## src/rtl/wb_stage_pkg.sv

```systemverilog
// Shared types and constants for the MEM/WB writeback stage.
package wb_stage_pkg;

  typedef logic [4:0] regIdx_t;

  localparam regIdx_t REG_ZERO = '0;

  typedef enum logic [2:0] {
    LD_W  = 3'd0,
    LD_B  = 3'd1,
    LD_BU = 3'd2,
    LD_H  = 3'd3,
    LD_HU = 3'd4
  } loadType_t;

endpackage

```

## src/rtl/load_align.sv

```systemverilog
// Big-endian sub-word load selection with sign/zero extension.
module load_align
  import wb_stage_pkg::*;
(
  input  logic [31:0] word,
  input  logic [1:0]  offset,
  input  logic [2:0]  loadType,
  output logic [31:0] result
);

  logic [7:0]  byteSel;
  logic [15:0] halfSel;

  always_comb begin
    byteSel = word[31:24];
    case (offset)
      2'd0: byteSel = word[31:24];
      2'd1: byteSel = word[23:16];
      2'd2: byteSel = word[15:8];
      2'd3: byteSel = word[7:0];
      default: byteSel = word[31:24];
    endcase
    halfSel = offset[1] ? word[15:0] : word[31:16];
  end

  // Encodings 5-7 fall to the default and behave as a full-word load.
  always_comb begin
    result = word;
    case (loadType)
      LD_B:    result = {{24{byteSel[7]}}, byteSel};
      LD_BU:   result = {24'h0, byteSel};
      LD_H:    result = {{16{halfSel[15]}}, halfSel};
      LD_HU:   result = {16'h0, halfSel};
      default: result = word;
    endcase
  end

endmodule

```

## src/rtl/wb_stage.sv

```systemverilog
// MEM/WB pipeline register driving the register file write port, with
// write-through read bypass and a retired-entry counter.
module wb_stage
  import wb_stage_pkg::*;
#(
  parameter int unsigned CNT_W = 32
) (
  input  logic             Clk,
  input  logic             Reset,
  input  logic             Flush,
  input  logic             InValid,
  input  logic             InRegWrite,
  input  logic             InMemToReg,
  input  logic [2:0]       InLoadType,
  input  logic [4:0]       InWriteRegister,
  input  logic [31:0]      InAluResult,
  input  logic [31:0]      InMemData,
  input  logic [4:0]       ReadRegister1,
  input  logic [4:0]       ReadRegister2,
  input  logic [31:0]      RfReadData1,
  input  logic [31:0]      RfReadData2,
  output logic [31:0]      WriteData,
  output logic [4:0]       WriteRegister,
  output logic             RegWrite,
  output logic [31:0]      ReadData1,
  output logic [31:0]      ReadData2,
  output logic [CNT_W-1:0] RetireCount
);

  logic        validQ;
  logic        regWriteQ;
  regIdx_t     writeRegQ;
  logic [31:0] writeDataQ;
  logic [31:0] alignedData;
  logic [31:0] writeDataD;

  load_align uAlign (
    .word     (InMemData),
    .offset   (InAluResult[1:0]),
    .loadType (InLoadType),
    .result   (alignedData)
  );

  assign writeDataD = InMemToReg ? alignedData : InAluResult;

  always_ff @(posedge Clk or posedge Reset) begin
    if (Reset) begin
      validQ      <= 1'b0;
      regWriteQ   <= 1'b0;
      writeRegQ   <= REG_ZERO;
      writeDataQ  <= '0;
      RetireCount <= '0;
    end else begin
      // Count the entry being retired now, before it is overwritten.
      if (validQ) RetireCount <= RetireCount + 1'b1;
      validQ     <= InValid & ~Flush;
      regWriteQ  <= InRegWrite;
      writeRegQ  <= InWriteRegister;
      writeDataQ <= writeDataD;
    end
  end

  assign RegWrite      = validQ & regWriteQ & (writeRegQ != REG_ZERO);
  assign WriteRegister = writeRegQ;
  assign WriteData     = writeDataQ;

  // RegWrite already excludes register 0, so a read of 0 never bypasses.
  always_comb begin
    ReadData1 = RfReadData1;
    ReadData2 = RfReadData2;
    if (RegWrite && (writeRegQ == ReadRegister1)) ReadData1 = writeDataQ;
    if (RegWrite && (writeRegQ == ReadRegister2)) ReadData2 = writeDataQ;
  end

endmodule

```

## config.mk

```make
export PLATFORM = sky130hd
export DESIGN_NAME = wb_stage
export DESIGN_NICKNAME = d
export VERILOG_FILES = /design/src/rtl/wb_stage_pkg.sv /design/src/rtl/load_align.sv /design/src/rtl/wb_stage.sv
export SDC_FILE = /design/constraint.sdc
export NUM_CORES = 1
export LEC_CHECK = 0
export ABC_AREA = 1
export CAP_MARGIN = 40
export CORE_MARGIN = 3
export CORE_UTILIZATION = 40
export CTS_CLUSTER_DIAMETER = 200
export CTS_CLUSTER_SIZE = 40
export DETAILED_ROUTE_END_ITERATION = 8
export HOLD_SLACK_MARGIN = 0.03
export PLACE_DENSITY_LB_ADDON = 0.25
export SLEW_MARGIN = 15
export SYNTH_ARGS = -nofsm -noshare
export SYNTH_HDL_FRONTEND = slang
export SYNTH_SLANG_ARGS = --single-unit
```

## constraint.sdc

```tcl
create_clock -name Clk -period 2.8 [get_ports Clk]
set_clock_uncertainty 0.05 [all_clocks]
set_input_delay 0.42 -clock Clk [delete_from_list [all_inputs] [get_ports Clk]]
set_output_delay 0.42 -clock Clk [all_outputs]
set_load 0.02 [all_outputs]
```

# Word level (Yosys, flattened, before mapping)
# Cells that the tools add are included.
[op_classes]
n_reduce_logical = 4
n_bitwise = 4
add_sub_neg = 1
muxes = 6
eq_ne = 9
[op_table]
columns = ["cell", "count"]
rows = [
  ["$pmux W32 S4", 1],
  ["$mux W32", 3],
  ["$add A32 B1 Y32 const B", 1],
  ["$pmux W8 S4", 1],
  ["$mux W16", 1],
  ["$eq A5 B5 Y1", 2],
  ["$eq A3 B2 Y1 const B", 2],
  ["$reduce_bool A5 Y1", 1],
  ["$eq A2 B2 Y1 const B", 2],
  ["$and A1 B1 Y1", 3],
  ["$eq A3 B1 Y1 const B", 1],
  ["$eq A3 B3 Y1 const B", 1],
  ["$eq A2 B1 Y1 const B", 1],
  ["$logic_and A1 B1 Y1", 2],
  ["$logic_not A2 Y1", 1],
  ["$not A1 Y1", 1],
]
[word_totals]
word_cells = 29
ff_bits = 71
output_inout_bits = 134
in_bits = 152

# Logic depth before layout (Yosys ltp)
# Gate-level depths: netlist of the first run.
[logic_depth]
ltp_word = 4
ltp_mapped = 9
ltp_nobuf = 9

# Cells and area by module
# From an unflattened synthesis of the first run, not the netlist that was laid out.
[unflattened]
cells_unflattened = 771
area_unflattened_um2 = 5322.6
[by_module_without_submodules]
columns = ["mod", "seq_area_each_um2", "cells_each", "area_each_um2", "n_inst"]
rows = [
  ["wb_stage", 1776.7, 570, 4362.9, 1],
  ["load_align", 0.0, 201, 959.7, 1],
]

# Worst setup path before layout of the first run
# OpenSTA, ideal clock, no wires.
[synth_timing]
kind = "register to output"
start = "reg writeRegQ[0] (netlist: WriteRegister[0])"
end = "out ReadData2[10]"
slack_ns = 0.949
t_arrival_ns = 1.381
path_buffers = 1
required_ns = 2.330
stages_incl_launch_ff = 8
cell_sequence = "dfrtp_1 xnor2_1 nand3_1 nor2_2 nand2_2 buf_6 nand2_1 nand2_1"
[synth_between]
elab_chain_cells = 4
word_cells_on_any_way = 5
classes_between = "1 x eq/ne; 1 x mux; 1 x bitwise; 2 x reduce/logical"
[synth_lines]
columns = ["item", "line_no", "source"]
rows = [
  ["start, declared", "wb_stage.sv:32", "regIdx_t writeRegQ;"],
  ["start signal, assigned", "wb_stage.sv:58", "writeRegQ <= InWriteRegister;"],
  ["$reduce_bool A5 Y1", "wb_stage.sv:63", "assign RegWrite = validQ & regWriteQ & (writeRegQ != REG_ZERO);"],
  ["$and A1 B1 Y1", "wb_stage.sv:63", ""],
  ["$logic_and A1 B1 Y1 (*)", "wb_stage.sv:72", "if (RegWrite && (writeRegQ == ReadRegister2)) ReadData2 = writeDataQ;"],
  ["$mux W32 (*)", "wb_stage.sv:72", ""],
  ["end, declared", "wb_stage.sv:26", "output logic [31:0] ReadData2,"],
]
# Every way passes the cells marked *; elsewhere a longest branch is shown, timed or not.

# Worst setup path in the final report of the first run
[layout_timing]
start = "reg writeRegQ[1] (netlist: WriteRegister[1])"
end = "out RegWrite"
[layout_between]
elab_chain_cells = 2
[layout_lines]
columns = ["item", "line_no", "source"]
rows = [
  ["$reduce_bool A5 Y1", "wb_stage.sv:63", ""],
  ["$and A1 B1 Y1", "wb_stage.sv:63", ""],
  ["end, declared", "wb_stage.sv:24", "output logic RegWrite,"],
]
# Every way passes these cells.

==> summary.txt, run 1 <==
Outcome
  – Status: completed

Layout
  – Final net count: 1224
  – Area Growth Syn to Fin: 62.5%
  – N_diodes: 0
  – Final Core Density: 0.674
  – Share of cells above drive strength 1: 0.0864

Route
  – Final wirelength: 20.7 mm
  – Via Count: 6143
  – DRC viols: 0
  – Vias/cell: 4.92
  – Avg WL per Cell: 16.6 um
  – Initial DRT Pass Iterations: 5
  – Post-route ant nets: 0
  – DR iter-0 viols: 431

Setup path
  – Reg-to-reg startpoint: RetireCount[0]
  – Crit-path max FO: 33
  – Critical path data required time: 2.33 ns
  – Reg2reg end: RetireCount[28]
  – Crit. End Element: output pin
  – Critical path data arrival time: 2.16 ns
  – Worst Path Class, Setup: flop to output pin
  – Reg2Reg Depth: 8
  – Crit path launch: WriteRegister[1]
  – Crit start category: flop
  – R2r setup slk: 1.11 ns

Yosys
  – Leading area contributor after synthesis: dfrtp_1
  – Number of synthesized register bits: 71
  – Share of synthesized registers carrying an async set or reset: 1.00
  – Synth Flop Type: dfrtp_1
  – Post-Synthesis Cell Area: 5320 sq um
  – Mapped Avg Cell Area: 6.68 sq um
  – Most frequent cells after synthesis: nand2_1, nand3_1, nor2_1, dfrtp_1, inv_1
  – EDFF count, synth: 0
  – Yosys top cell area share: 0.334
  – Area contributors post-synth: dfrtp_1, nand2_1, nand3_1
  – Top-count cell post-synth: nand2_1
  – Syn Inst Count: 796
  – Synth warn: 0
  – Distinct cells, synth: 34
  – Seq/Total Area, Yosys: 0.334
  – Syn nets: 949

Clock network
  – H-tree Lvls: 3
  – CTS clk-pin slew, worst paths: 0.06 ns
  – Clock root cell: clkbuf_16
  – CTS Buf Count: 9
  – # clock sinks: 71
  – CTS Buffer Depth: 2
  – Postcts setup bufs: 0
  – CTS tree: yes
  – Worst-skew pair later-pin latency: 0.34 ns
  – Post-CTS Hold Buffers: 0

Global route
  – Gr busiest metal: met2
  – GR Layer Usage met2: 0.441
  – Tot GR Track Use: 0.277
  – Vias in the first global route: 5646
  – Initial antenna violation count: 0
  – Met3 Use GR: 0.0704
  – Remaining global-route overflow: 0
  – GRT met1 Usage: 0.370
  – Pin count of the biggest net entering global routing: 53
  – First-pass GRT wire length: 31.7 mm

STA
  – RSZ-0062 raised after global routing: no
  – Achievable Freq: 381 MHz
  – Endpoints failing setup: 0
  – Final Hold Fails: 0
  – Fin. max-slew vios: 0
  – Ratio of final minimum period to clock period: 0.938
  – Fin crit period: 2.63 ns
  – Final setup margin: 0.173 ns
  – Slew @ Worst Pin: 0.522 ns
  – Slew HR: 0.651

Floorplan
  – Die H: 121 um
  – Die X: 121 um
  – Starting Density: 0.415
  – Top Ports: 286
  – Core ar.: 12800 sq um
  – Die footprint: 14700 sq um
  – Site Rows: 41

Pwr
  – Cell Int Power: 2.45 mW
  – Combinational share of power: 0.311
  – Worst ir drop on vdd: 0.321 mV
  – Psw: 1.18 mW
  – Leakage power: 4.33 nW
  – Pwr per Cell Area: 419 nW/um^2
  – Switching share of total power: 0.324
  – Clk pwr share: 0.335
  – Flop pwr share: 0.354

Place
  – GPL Wtd Cong: 0.925
  – Pre-CTS setup slack: -0.0269 ns
  – DP Wirelength: 16.5 mm
  – # port buffers: 285

Hold path
  – Tightest Hold Check Type: input port to asynchronous set/reset pin

Job
  – Max Cap Violations: 0
-- critical path, cell delays in order (launching register included) --
cell	delay, ns
dfrtp_1	0.46
nor2_1	0.06
nand2_1	0.08
nand2_2	0.08
inv_2	0.06
buf_4	0.35
clkdlybuf4s50_1	0.70
-- flip-flops by register name, summed over array words and instances, names as in the netlist --
signal	cells
WriteData	32
WriteRegister	5
validQ	1
RetireCount	32
regWriteQ	1
-- how the worst max path moves through the flow --
stage | end | slack [ns] | depth (start not counted)
finish | RegWrite | 0.17 | 6
global route | ReadData1[1] | 0.07 | 9
CTS | ReadData1[18] | 0.0003 | 9
detailed placement | ReadData1[1] | -0.03 | 9
global placement | ReadData1[14] | -0.02 | 9
floorplan | RetireCount[0] | 0.53 | 1
-- layout by cell type (no fill, tap or decap), types with 7 or more instances in the layout --
cell             Yosys  layout
inv_1               58      57
nand3_1            111     111
clkbuf_16            0       9
xor2_1              11      11
dlymetal6s2s_1       0      25
clkdlybuf4s50_1      0     220
nor2_4               7       7
nand4_1             12      12
o21ai_0             10      10
nor2_1              74      74
nor2_2              27      27
a21oi_1             15      15
nand2_1            308     308
buf_4                8       8
dlygate4sd2_1        0      39
dfrtp_1             71      71
xnor2_1             17      17
-- cell families (layout without fill, tap and decap cells) --
logic type	after synthesis	after routing	share of synthesized area
simple gates	572	572	0.501
xor+xnor	28	28	0.0461
buf+inv	97	377	0.0908
flops	71	71	0.334
compound gates	27	27	0.0259
fa+ha+maj	1	1	0.00235
-- layer usage --
| metal | vias up | wire length [um] |
|---|---|---|
| met5 | - | 0 |
| met4 | 0 | 523 |
| met3 | 36 | 1760 |
| met2 | 269 | 9540 |
| met1 | 2783 | 8860 |
| li1 | 3055 | - |
-- stage by stage --
stage | area (sq um) | setup TNS [ns] | hold WS [ns] | instances | total power, mW
6_report | 8640 | 0 | 0.379 | 1248 | 3.63
5_1_grt | 8640 | 0 | 0.409 | 1248 | 3.79
4_1_cts | 8580 | 0 | 0.372 | 1248 | 3.65
3_5_place_dp | 8320 | -0.322 | 0.459 | 1232 | 2.45
3_3_place_gp | 8320 | -0.0626 | 0.446 | 1232 | 2.44
2_1_floorplan | 5320 | 0 | 0.401 | 796 | 1.80
-- repair_timing --
item                       CTS  global route
gates resized for setup     39            25
setup endpoints to repair   39            25
cloned                       0             0
-- power by group through the flow --
stage          Clock (mW)  Sequential [mW]  Combinational [mW]
6_report             1.21             1.28                1.13
5_1_grt              1.28             1.30                1.21
4_1_cts              1.24             1.28                1.13
3_5_place_dp            0             1.30                1.15
3_3_place_gp            0             1.30                1.14
2_1_floorplan           0             1.36               0.446
-- final cells by class --
class	count	area [sq um]
well taps	172	215
fillers	1129	4180
clock buffers	11	233
flip-flops and latches	71	1780
multi-input cells	628	3060
clock inverters	5	81.3
inverters	62	238
repair buffers	299	3040
(Power assumes the default switching activity.)
==> run 2, diff against run 1 <==
--- a/config.mk
+++ b/config.mk
@@ -7,13 +7,14 @@
 export LEC_CHECK = 0
 export ABC_AREA = 1
 export CAP_MARGIN = 40
+export CORE_ASPECT_RATIO = 1.25
 export CORE_MARGIN = 3
 export CORE_UTILIZATION = 40
 export CTS_CLUSTER_DIAMETER = 200
 export CTS_CLUSTER_SIZE = 40
 export DETAILED_ROUTE_END_ITERATION = 8
 export HOLD_SLACK_MARGIN = 0.03
-export PLACE_DENSITY_LB_ADDON = 0.25
+export PLACE_DENSITY = 0.82
 export SLEW_MARGIN = 15
 export SYNTH_ARGS = -nofsm -noshare
 export SYNTH_HDL_FRONTEND = slang
==> run 2 against run 1 <==
Compared with the run above: non-clock buffer count increased by 3; wire length down 0.84%; register-to-register slack better by 0.04 ns; largest cell class is now buffers; clock-buffer cell count shrank 1; maximum frequency rose by 2.3%; sequential share of layout area decreased by 0.080 points; core utilization increased by 0.21 points; total power fell by 2.0%; clock power down 6%; critical endpoint unchanged; largest power group unchanged; combinational power about the same; hold slack improved by 0.043 ns.
==> summary.txt, run 2 (synthesis results as in run 1) <==
Place
  – # port buffers: 285
  – DP Wirelength: 16.5 mm
  – GPL Wtd Cong: 0.955

Route
  – DR iter-0 viols: 453
  – Post-route ant nets: 0
  – DRC viols: 0
  – Vias/cell: 5.03
  – Via Count: 6274
  – Avg WL per Cell: 16.5 um
  – Initial DRT Pass Iterations: 5
  – Final wirelength: 20.5 mm

Clock network
  – Postcts setup bufs: 0
  – Clock root cell: clkbuf_16
  – CTS Buf Count: 9
  – H-tree Lvls: 3
  – CTS tree: yes
  – CTS clk-pin slew, worst paths: 0.06 ns
  – Worst-skew pair later-pin latency: 0.32 ns
  – # clock sinks: 71
  – CTS Buffer Depth: 2

STA
  – RSZ-0062 raised after global routing: no
  – Slew HR: 0.613
  – Achievable Freq: 389 MHz
  – Ratio of final minimum period to clock period: 0.917
  – Slew @ Worst Pin: 0.578 ns
  – Fin crit period: 2.57 ns
  – Endpoints failing setup: 0
  – Fin. max-slew vios: 0
  – Total negative setup slack: 0 ns
  – Final Hold Fails: 0

Setup path
  – Slowest library cell on the worst path: clkdlybuf4s50_1
  – Critical path data required time: 2.33 ns
  – Crit-path max FO: 33
  – Crit. End Element: output pin
  – Crit start category: flop
  – Critical path data arrival time: 2.10 ns
  – Worst Path Class, Setup: flop to output pin
  – CP max stage delay: 0.68 ns
  – CP cell instances: nor3_1 > nand2_1 > nand2_2 > inv_2 > buf_4 > clkdlybuf4s50_1

Global route
  – First-pass GRT wire length: 31.6 mm
  – Initial antenna violation count: 1
  – Pin count of the biggest net entering global routing: 50
  – Tot GR Track Use: 0.277
  – Vias in the first global route: 5983
  – Remaining global-route overflow: 0

Pwr
  – Pwr per Cell Area: 410 nW/um^2
  – Worst ir drop on vdd: 0.239 mV
  – Leakage power: 4.41 nW

Outcome
  – Status: completed

Floorplan
  – Core ar.: 12800 sq um
  – Starting Density: 0.414
  – Site Rows: 46
  – Die H: 135 um
  – Top Ports: 286
  – Die footprint: 14700 sq um
  – Die X: 109 um

Hold path
  – Tightest Hold Check Type: input port to asynchronous set/reset pin

Layout
  – Most frequent cells in the layout: nand2_1, clkdlybuf4s50_1, nand3_1, nor2_1, dfrtp_1
  – Commonest non-fill, non-tap cell in the layout: nand2_1
  – Share of cells above drive strength 1: 0.0890
  – Final Core Density: 0.676
  – N_diodes: 0
  – Area Growth Syn to Fin: 63.2%
  – Final net count: 1227

Job
  – Max Cap Violations: 0
[run 2: layout make-up]
cell class	instances	area, sq um
Inverter	62	238
Tap cell	168	210
Clock buffer	10	229
Sequential cell	71	1780
Fill cell	1130	4160
Multi-Input combinational cell	628	3070
Timing Repair Buffer	302	3090
Clock inverter	6	70.1
[run 2: report_power, final]
group	internal [mW]	leakage, nW	switching (mW)
logic	0.557	3.37	0.582
clock network	0.696	0.147	0.440
registers	1.12	0.890	0.163
[run 2: routing by layer]
metal | wire (um) | vias to the layer above | part of all wire | GRT usage
li1 | - | 3053 | - | -
met1 | 7830 | 2873 | 0.38 | 0.342
met2 | 10400 | 304 | 0.51 | 0.473
met5 | 7 | - | 0.00034 | 0
met4 | 593 | 2 | 0.029 | 0.0968
met3 | 1670 | 42 | 0.081 | 0.0598
[run 2: timing repair]
item | in CTS | in global routing
hold buffers | 0 | 0
setup endpoints to repair | 40 | 35
gates resized for setup | 30 | 37
[run 2: stage by stage]
stage	power [mW]	instance area, sq um	hold slack, ns	std cells	setup WS [ns]
finish	3.55	8680	0.423	1247	0.232
detailed placement	2.46	8310	0.469	1231	-0.0257
global route	3.73	8680	0.457	1247	0.122
global placement	2.45	8310	0.427	1231	-0.0145
CTS	3.59	8580	0.430	1247	0.000544
floorplan	1.80	5320	0.401	796	0.533
[run 2: critical path: cells and delay by family, from the launching register on]
kind / cells / cell delay, ns
and+or+nand+nor: 3 / 0.24
DFF: 1 / 0.42
buffers and inverters: 3 / 1.07
[run 2: path summary, 6_finish.rpt]
check                            startpoint         endpoint  slack [ns]  depth (start not counted)
min reg2reg                 RetireCount[31]  RetireCount[31]        0.48                          2
min in group Clk            RetireCount[31]  RetireCount[31]        0.48                          2
max in group asynchronous             Reset  RetireCount[20]        1.65                          3
max reg2reg                  RetireCount[0]  RetireCount[26]        1.15                          8
max                        WriteRegister[2]         RegWrite        0.23                          6
min                                   Reset  RetireCount[15]        0.42                          2
==> run 3, diff against run 2 <==
==> constraint.sdc (replaced) <==
create_clock -name Clk -period 2.78 [get_ports Clk]
set_clock_uncertainty 0.05 [all_clocks]
set_input_delay 0.417 -clock Clk [delete_from_list [all_inputs] [get_ports Clk]]
set_output_delay 0.417 -clock Clk [all_outputs]
set_load 0.02 [all_outputs]
==> run 3 against run 2 <==
Compared with the run above: hold slack worse by 0.0043 ns; register-to-register slack worse by 0.12 ns; sequential share of layout area up 0.086 points; highest routed layer is now met4; combinational power about the same; clock power hardly changed; wire length rose by 0.47%; worst setup slack lost 0.23 ns; via count rose by 0.73%; die area stayed put; critical path depth is 2 higher; clock-buffer cell count unchanged; critical path type is now input port to output pin.
==> summary.txt, run 3 (synthesis results as in run 1) <==
Setup path
  – Reg2Reg Depth: 8
  – CP cell instances: clkdlybuf4s50_1 > xnor2_1 > nand3_1 > nor2_4 > buf_6 > nand3_1 > nand2_1 > clkdlybuf4s50_1
  – Reg-to-reg startpoint: RetireCount[0]
  – R2r setup slk: 1.03 ns
  – Crit path max-delay family: buffers and inverters
  – CP Depth: 8
  – CP max stage delay: 0.59 ns
  – Crit-path max FO: 20
  – Reg2reg end: RetireCount[26]
  – Crit. End Element: output pin
  – Slowest library cell on the worst path: clkdlybuf4s50_1
  – Crit path launch: ReadRegister2[0]
  – Critical path data arrival time: 2.31 ns
  – Critical path data required time: 2.31 ns
  – CP Buf/Inv Count: 3
  – Crit start category: input port
  – Worst setup path endpoint: ReadData2[17]
  – Worst Path Class, Setup: input port to output pin

Global route
  – Initial antenna violation count: 0
  – First-pass GRT wire length: 32.2 mm
  – Pin count of the biggest net entering global routing: 50
  – Vias in the first global route: 5939
  – Remaining global-route overflow: 0
  – Tot GR Track Use: 0.279

STA
  – RSZ-0062 raised after global routing: yes
  – Endpoints failing setup: 0
  – Ratio of final minimum period to clock period: 0.998
  – Final setup margin: 0.00678 ns
  – Fin. max-slew vios: 0
  – Final Hold Fails: 0
  – Total negative setup slack: 0 ns
  – Fin crit period: 2.77 ns
  – Slew @ Worst Pin: 0.567 ns
  – Slew HR: 0.621
  – Achievable Freq: 361 MHz

Job
  – Max Cap Violations: 0

Floorplan
  – Top Ports: 286
  – Die H: 135 um
  – Die X: 109 um
  – Starting Density: 0.414
  – Core ar.: 12800 sq um
  – Die footprint: 14700 sq um
  – Site Rows: 46

Outcome
  – Status: completed

Layout
  – Final net count: 1228
  – Commonest non-fill, non-tap cell in the layout: nand2_1
  – Design area: 8640 sq um
  – Area Growth Syn to Fin: 62.5%
  – Most frequent cells in the layout: nand2_1, clkdlybuf4s50_1, nand3_1, nor2_1, dfrtp_1
  – Final std cells w/o fill: 1248
  – Share of cells above drive strength 1: 0.0898
  – N_diodes: 0

Place
  – GPL Wtd Cong: 0.953
  – # port buffers: 285
  – Pre-CTS setup slack: -0.0629 ns
  – DP Wirelength: 16.5 mm
  – DP Area: 8320 sq um
  – Placed instance count: 1232

Clock network
  – CTS Buf Count: 9
  – # clock sinks: 71
  – Post-CTS Hold Buffers: 0
  – H-tree Lvls: 3
  – CTS tree: yes
  – CTS clk-pin slew, worst paths: 0.05 ns
  – CTS Buffer Depth: 2
  – Worst-skew pair later-pin latency: 0.33 ns
  – Clock root cell: clkbuf_16

Route
  – Avg WL per Cell: 16.5 um
  – DR iter-0 viols: 405
  – Via Count: 6320
  – DRC viols: 0
  – Initial DRT Pass Iterations: 5
  – Vias/cell: 5.06
  – Final wirelength: 20.6 mm
  – Post-route ant nets: 0

Pwr
  – Leakage power: 4.31 nW
  – Worst ir drop on vdd: 0.262 mV
  – Pwr per Cell Area: 414 nW/um^2

Hold path
  – Tightest Hold Check Type: input port to asynchronous set/reset pin
[run 3: worst min path at each step]
stage,startpoint,to,slack [ns],cells past startpoint
6_report,Reset,RetireCount[15],0.42,2
5_1_grt,Reset,RetireCount[15],0.46,2
4_1_cts,Reset,RetireCount[15],0.44,2
3_5_place_dp,RetireCount[28],RetireCount[28],0.46,2
3_3_place_gp,RetireCount[31],RetireCount[31],0.43,2
2_1_floorplan,InWriteRegister[0],WriteRegister[0],0.40,0
[run 3: cell type report]
type,count,area (sq um)
multi-input cells,628,3070
clock buffers,10,229
fillers,1115,4190
well taps,168,210
flip-flops and latches,71,1780
clock inverters,6,70.1
inverters,62,238
repair buffers,303,3050
[run 3: worst register-to-register path, cell delays in order, from the launching register on]
cell and delay, ns:
dfrtp_1 0.50, ha_1 0.24, nand2_1 0.09, nor2_4 0.20
nand3_4 0.13, nor2_2 0.16, nand3_1 0.13, nand2_1 0.09
nand2_1 0.06
[run 3: metrics by stage]
stage,total power [mW],utilization,hold slack (ns)
6_report,3.58,0.673,0.418
5_1_grt,3.75,0.673,0.464
2_1_floorplan,1.81,-,0.398
3_3_place_gp,2.47,0.648,0.426
4_1_cts,3.61,0.668,0.435
3_5_place_dp,2.48,0.648,0.464
[run 3: repair_timing]
item                                    in CTS  in global routing
endpoints found under the setup margin      50                 23
gates resized for setup                     42                 25
setup buffers                                0                  0
[run 3: per-layer routing]
layer | vias up | GRT usage | share of wire
li1 | 3066 | - | -
met1 | 2876 | 0.348 | 0.37
met2 | 331 | 0.467 | 0.50
met3 | 47 | 0.0650 | 0.087
met4 | 0 | 0.104 | 0.038
met5 | - | 0 | 0
[run 3: where the power goes]
| part | switching (mW) | leakage [nW] | internal, mW | total, mW |
|---|---|---|---|---|
| registers | 0.163 | 0.890 | 1.13 | 1.29 |
| clock network | 0.444 | 0.147 | 0.700 | 1.14 |
| logic | 0.584 | 3.28 | 0.557 | 1.14 |
| total | 1.19 | 4.31 | 2.38 | 3.58 |
